[config.mk]
export PLATFORM = sky130hd
export DESIGN_NAME = sha2_block_sequencer
export DESIGN_NICKNAME = d
export VERILOG_FILES = /design/src/rtl/sha2_block_sequencer.sv
export SDC_FILE = /design/constraint.sdc
export NUM_CORES = 2
export LEC_CHECK = 0
export ABC_AREA = 1
export CELL_PAD_IN_SITES_DETAIL_PLACEMENT = 1
export CELL_PAD_IN_SITES_GLOBAL_PLACEMENT = 2
export CORE_AREA = 2 2 460 462
export DETAILED_ROUTE_END_ITERATION = 10
export DIE_AREA = 0 0 462 464
export PLACE_DENSITY = 0.84
export SYNTH_ARGS = -nofsm -noshare
export SYNTH_HDL_FRONTEND = slang
export SYNTH_SLANG_ARGS = --single-unit
[constraint.sdc]
create_clock -name clk -period 9.9 [get_ports clk]
set_input_delay 1.98 -clock clk [delete_from_list [all_inputs] [get_ports clk]]
set_output_delay 1.98 -clock clk [all_outputs]
set_load 0.01 [all_outputs]
[src/rtl/sha2_block_sequencer.sv]
// Block sequencer for a single sha2_core: buffers one 16-word block while the core
// runs the previous one, chains blocks and hands out the truncated digest.
module sha2_block_sequencer #(
    parameter int WORDS_PER_BLK = 16,
    parameter int DW            = 64
) (
    input  logic          clk,
    input  logic          rst,
    input  logic [3:0]    mode,
    input  logic          msg_start,
    input  logic          in_valid,
    input  logic [DW-1:0] in_data,
    input  logic          in_last,
    output logic          in_ready,
    output logic [511:0]  digest,
    output logic          digest_valid,
    input  logic          digest_ready,
    output logic          busy,
    output logic          err,
    output logic          core_rst_n,
    output logic [3:0]    core_mode,
    output logic          core_load,
    output logic          core_start,
    output logic [DW-1:0] core_data_in,
    input  logic          core_end_op,
    input  logic [511:0]  core_H_out
);
    localparam int CW = $clog2(WORDS_PER_BLK + 1);
    localparam int IW = $clog2(WORDS_PER_BLK);

    localparam logic [2:0] S_IDLE    = 3'd0;
    localparam logic [2:0] S_INIT    = 3'd1;
    localparam logic [2:0] S_WAITBUF = 3'd2;
    localparam logic [2:0] S_LOAD    = 3'd3;
    localparam logic [2:0] S_RUN     = 3'd4;
    localparam logic [2:0] S_SAVE    = 3'd5;
    localparam logic [2:0] S_DONE    = 3'd6;

    logic [2:0]    state;
    logic [DW-1:0] buf_q [WORDS_PER_BLK];
    logic [CW-1:0] buf_cnt;
    logic [IW-1:0] idx;
    logic [3:0]    mode_q;
    logic          last_seen;
    logic          blk_last;
    logic          buf_full;
    logic          accept;
    logic          last_err;
    logic          mode_ok;

    // Truncate the chaining value to the mode's digest, left-aligned.
    function automatic logic [511:0] pack_digest(input logic [3:0] m, input logic [511:0] h);
        logic [511:0] r;
        r = '0;
        if (m[0]) begin
            for (int i = 0; i < 8; i++)
                r[511-32*i -: 32] = h[479-64*i -: 32];
        end else if (m[1]) begin
            r[511:128] = h[511:128];
        end else if (m[2]) begin
            r = h;
        end else begin
            r[511:256] = h[511:256];
        end
        return r;
    endfunction

    assign buf_full = (buf_cnt == CW'(WORDS_PER_BLK));
    assign in_ready = ((state == S_WAITBUF) || (state == S_RUN) || (state == S_SAVE))
                      && !buf_full && !last_seen;
    assign accept   = in_valid && in_ready;
    assign last_err = accept && in_last && (buf_cnt != CW'(WORDS_PER_BLK - 1));
    assign mode_ok  = (mode != 4'd0) && ((mode & (mode - 4'd1)) == 4'd0);

    assign busy         = (state != S_IDLE);
    // Core is held in reset while idle and pulsed low in INIT to reload its IV.
    assign core_rst_n   = (state != S_IDLE) && (state != S_INIT);
    assign core_mode    = mode_q;
    assign core_load    = (state == S_LOAD);
    assign core_start   = (state == S_RUN);
    assign core_data_in = buf_q[idx];

    always_ff @(posedge clk) begin
        if (accept)
            buf_q[buf_cnt[IW-1:0]] <= in_data;
    end

    always_ff @(posedge clk) begin
        if (rst) begin
            state        <= S_IDLE;
            buf_cnt      <= '0;
            idx          <= '0;
            last_seen    <= 1'b0;
            blk_last     <= 1'b0;
            mode_q       <= 4'd0;
            digest       <= '0;
            digest_valid <= 1'b0;
            err          <= 1'b0;
        end else begin
            err <= 1'b0;
            if (accept) begin
                buf_cnt <= buf_cnt + CW'(1);
                if (in_last)
                    last_seen <= 1'b1;
            end
            case (state)
                S_IDLE: begin
                    if (msg_start) begin
                        if (mode_ok) begin
                            mode_q    <= mode;
                            last_seen <= 1'b0;
                            state     <= S_INIT;
                        end else begin
                            err <= 1'b1;
                        end
                    end
                end
                S_INIT:    state <= S_WAITBUF;
                S_WAITBUF: if (buf_full) state <= S_LOAD;
                S_LOAD: begin
                    idx <= idx + IW'(1);
                    if (idx == IW'(WORDS_PER_BLK - 1)) begin
                        idx      <= '0;
                        buf_cnt  <= '0;
                        blk_last <= last_seen;
                        state    <= S_RUN;
                    end
                end
                S_RUN: if (core_end_op) state <= S_SAVE;
                S_SAVE: begin
                    if (blk_last)      state <= S_DONE;
                    else if (buf_full) state <= S_LOAD;
                    else               state <= S_WAITBUF;
                end
                S_DONE: begin
                    // H_out settles during SAVE, so capture on the first DONE cycle.
                    if (!digest_valid) begin
                        digest       <= pack_digest(mode_q, core_H_out);
                        digest_valid <= 1'b1;
                    end else if (digest_ready) begin
                        digest_valid <= 1'b0;
                        state        <= S_IDLE;
                    end
                end
                default: state <= S_IDLE;
            endcase
            if (last_err) begin
                err       <= 1'b1;
                state     <= S_IDLE;
                buf_cnt   <= '0;
                last_seen <= 1'b0;
            end
        end
    end
endmodule
### Word level (Yosys, flattened, before mapping)

Memory sizes are Yosys's and may differ from the RTL's. A register that Yosys moved wholly into a read port is not among the register bits.
Index checks and enable logic that the tools add are counted.
Widths: inputs -> output; s select.

| operators by class | value |
|---|---|
| add/subtract/negate cells | 3 |
| $mul | 0 |
| div/mod/pow operators | 0 |
| order comparisons | 0 |
| equal/unequal tests | 17 |
| shifts and indexed selects | 0 |
| muxes and demuxes | 34 |
| bitwise logic cells | 2 |
| reduce and logical (&&, ||, !) cells | 20 |

Operators with widths:

| kind | number |
|---|---|
| $mux 256 | 3 |
| $mux 128 | 2 |
| $mux 3 | 8 |
| $pmux 3 s7 | 1 |
| $mux 5 | 3 |
| $mux 1 | 14 |
| $mux 4 | 3 |
| $ne 2x2->1 const B | 5 |
| $eq 3x3->1 const B | 3 |
| $logic_and 1x1->1 | 7 |
| $reduce_and 7->1 | 1 |
| $eq 3x2->1 const B | 2 |
| $add 5x1->5 const B | 1 |
| $eq 5x5->1 const B | 1 |
| $ne 5x4->1 const B | 1 |
| $add 4x1->4 const B | 1 |
| $and 4x4->4 | 1 |
| $eq 4x4->1 const B | 1 |
| $logic_not 4->1 | 1 |
| $ne 2x1->1 const B | 2 |
| $reduce_and 2->1 | 2 |
| $reduce_bool 4->1 | 1 |
| $sub 4x1->4 const B | 1 |
| $eq 3x1->1 const B | 1 |
| other kinds (8) | 10 |

| storage, ports and cells | value |
|---|---|
| register bits | 532 |
| latch bits | 0 |
| bits in writable memories | 1024 |
| memory bits (read-only) | 0 |
| word-level logic and storage cells | 86 |
| memories | 1 |

Memories:

| name | depth | width | rd ports | clocked after memory_dff | wr ports | line | RTL |
|---|---|---|---|---|---|---|---|
| buf_q | 16 | 64 | 1 | 1 | 1 | 40 | `logic [DW-1:0] buf_q [WORDS_PER_BLK];` |

### Longest topological paths before layout

| depth | value |
|---|---|
| word-level depth | 10 |
| mapped depth | 12 |

### Least setup slack after synthesis

Ideal clock, no wire load.

| timing | value |
|---|---|
| path type | input to register |
| start point | input in_valid |
| end point | memory buf_q[3][0], enable pin |
| data arrival time | 6550 ps |
| slack | 2784 ps |
| stages | 2 |
| cells stage by stage | nand4_2 > nor3_1 |

| between the ends | value |
|---|---|
| word-level cells in the longest chain between the ends | 3 |

Ends and longest elaborated chain:

| element | line | RTL |
|---|---|---|
| start, declared | 11 | `input logic in_valid,` |
| $logic_and 1x1->1 | 71 | `assign accept = in_valid && in_ready;` |
| $mux 1 | 84 | `if (accept)` |
| $mux 1 (not written as such) | 85 | `buf_q[buf_cnt[IW-1:0]] <= in_data;` |
| end, declared | 40 |  |

Every way passes these cells.

==> results_dict.tcl <==
set metrics [dict create \
    path_class "register to output port" \
    vias 52500 \
    r2r_slack_ns 5.95 \
    finalHoldWorstSlack_ns 0.467 \
    htreeDepth 4 \
    layout_commonest_cell "clkdlybuf4s50_1" \
    io_pins 1174 \
    antenna_found_initial 186 \
    endpoint "core_data_in[25]" \
    fmax_mhz 153 \
    clock_sinks 1560 \
    start_kind "register" \
    nNetsFinal 7662 \
    ys_ff_latch 1560 \
    fp.dieArea_sq_um 214000 \
    worstPathRequired_ns 7.92 \
    cts_root_buffer "clkbuf_16" \
    post-cts-setup-buffers 0 \
    fillers 23000 \
    core_area_sq_um 209000 \
    ys_warn_count 0 \
    synthArstFlopShare_pct 0 \
    start_util_pct 30.1 \
    clk_path_buf_depth 3 \
    wirelength_mm 346 \
    yosys_most_used_dff "edfxtp_1" \
    fin_crit_ns 6.55 \
    drt_iter0_markers 5039 \
    ff_latch_area_sq_um 41500 \
    arrival_ns 4.57 \
    vdd_drop_max_mv 0.176 \
    cellPowerDensity_nw_per_um2 182 \
    path_cells "buf_4 -> buf_12 -> o211ai_1 -> nand3_1 -> nand3_1 -> nand2_1 -> clkdlybuf4s50_1" \
    slowest_stage "buf_4" \
    mostFrequentLayoutCells "clkdlybuf4s50_1 (1,172), edfxtp_1 (1,024), nand2_1 (943)" \
    finalCoreUtilization_pct 39.6 \
    crit_fanout 198 \
    port_buffers 1173 \
    syn_nets 6710 \
    syn_avg_cell_area_sq_um 10.3 \
    status "finished clean" \
    die_height_microns 464 \
    syn-cell-area_sq_um 62900 \
    synth_cell_types 30 \
    die_w_microns 462 \
    finClkSkew_ns 0.0639 \
    drt.antenna.violating_nets 0 \
    yosysTopAreaCellShare_pct 48.9 \
    min_path_type "register to register" \
    synthesis.instances 6117 \
    period_share_pct 66.1 \
    drive_above_1_share_pct 4.91 \
    clk_latency_ns 0.85 \
    ctsHoldBuffers 0 \
    worstMarginPinSlew_ns 1.23 \
    finalPower_w 0.0151 \
    critPathMaxStageDelay_ns 0.84 \
    tns_ns 0 \
    multi_input_area_sq_um 16800 \
    r2r_end "buf_q[2][61]" \
    synthTopCellsByArea "edfxtp_1 (49%), dfxtp_1 (17%), nand2_1 (5.6%)" \
    route.detailed.drc 0 \
    cts_buffers 178 \
    grt_usage_pct 31.5 \
    ctsResizeCount 0 \
    grt_max_degree 246 \
    yosysSeqAreaShare_pct 66.0 \
    place_hpwl_mm 257 \
    rsz0062_at_grt "false" \
    syn_to_final_growth_pct 31.6 \
    reg2regPathDepth 11 \
    path_clk_slew_ns 0.06 \
    cts_tree "built" \
    grt_pass1_wl_mm 459 \
    std_cell_rows 168 \
    cpMostUsedCell "nand3_1" \
    p_leak_nw 29.2 \
    synth.largest_area_cell "edfxtp_1" \
    slew_headroom_pct 16.8 \
    final_max_slew_viol_count 0 \
    routabilityCongestion 1.04 \
    hold_viol_final 0 \
    wl_per_cell_microns 34.3 \
    grt_overflow 0 \
    first_global_vias 52100 \
    first_pass_iters 6 \
    setup_viol 0 \
    cp-end-kind "output port" \
    synth-edff-count 1024 \
    r2r-start "buf_cnt[0]" \
    maxCapViolations 0 \
    viasPerCell 5.21 \
]
-- registers in the layout, indices dropped and copies added (netlist names), named ones only --
| name | cells |
|---|---|
| buf_cnt | 5 |
| buf_q | 1024 |
| err | 1 |
| digest_valid | 1 |
| digest | 512 |
| blk_last | 1 |
| state | 3 |
| idx | 4 |
| last_seen | 1 |
| core_mode | 4 |
-- stage by stage --
step	instance area, sq um	worst slack, ns	std cells
final	82800	3.35	10100
after global routing	82700	3.21	10000
after CTS	82600	3.36	10000
after detailed placement	76700	4.28	9694
after global placement	76700	4.38	9694
after floorplan	62900	2.78	6117
-- routing by layer --
| layer | global-route usage (%) | wire length (microns) | up-vias |
|---|---|---|---|
| met5 | 0 | 516 | - |
| met4 | 18.0 | 22700 | 80 |
| met3 | 9.33 | 27800 | 624 |
| met2 | 50.5 | 161000 | 1988 |
| met1 | 37.4 | 134000 | 26600 |
| li1 | - | - | 23300 |
-- worst min-delay path by stage --
stage	endpoint	cells past startpoint	startpoint
floorplan	buf_cnt[3]	2	buf_cnt[3]
global placement	digest[0]	2	digest[0]
detailed placement	digest[2]	2	digest[2]
CTS	digest[2]	2	digest[2]
global route	digest[100]	2	digest[100]
finish	digest[98]	2	digest[98]
-- cells in the mapped netlist, drive strengths merged, types with 4 or more instances --
library cell,count
edfxtp,1024
nand2,944
buf,228
a21oi,399
clkbuf,243
a31oi,256
o211ai,256
o21ai,852
nand4,4
nor3,4
nor2,241
ha,6
nand3,446
dfxtp,536
inv,671
-- report_power, final --
| part | internal (W) | total (W) | switching (W) |
|---|---|---|---|
| Sequential | 0.00696 | 0.00700 | 0.0000378 |
| Clock | 0.00384 | 0.00673 | 0.00290 |
| Combinational | 0.000472 | 0.00132 | 0.000849 |
| Total | 0.0113 | 0.0151 | 0.00378 |
-- layout make-up --
type | instances | share of cell area (%)
Clock buffer | 246 | 5.89
Sequential cell | 1560 | 50.1
Tap cell | 2805 | 4.24
Antenna cell | 50 | 0.151
Clock inverter | 78 | 1.22
Multi-Input combinational cell | 3414 | 20.3
Timing Repair Buffer | 1243 | 15.0
Inverter | 672 | 3.08
-- kinds of logic after synthesis --
| kind of cell | synth area share [%] |
|---|---|
| adder cells (fa/ha/maj) | 0.119 |
| AO/OA/AOI/OAI | 15.6 |
| buffers and inverters | 7.55 |
| flip-flops | 66.0 |
| AND/OR/NAND/NOR | 10.8 |
| XOR/XNOR | 0.0418 |
-- worst max-delay path, delay by kind of cell (launching register included) --
kind	cells	cell delay, ns
buf+inv	3	1.98
flops	1	0.59
simple gates	3	0.45
compound gates	1	0.22
(Power assumes the default switching activity.)
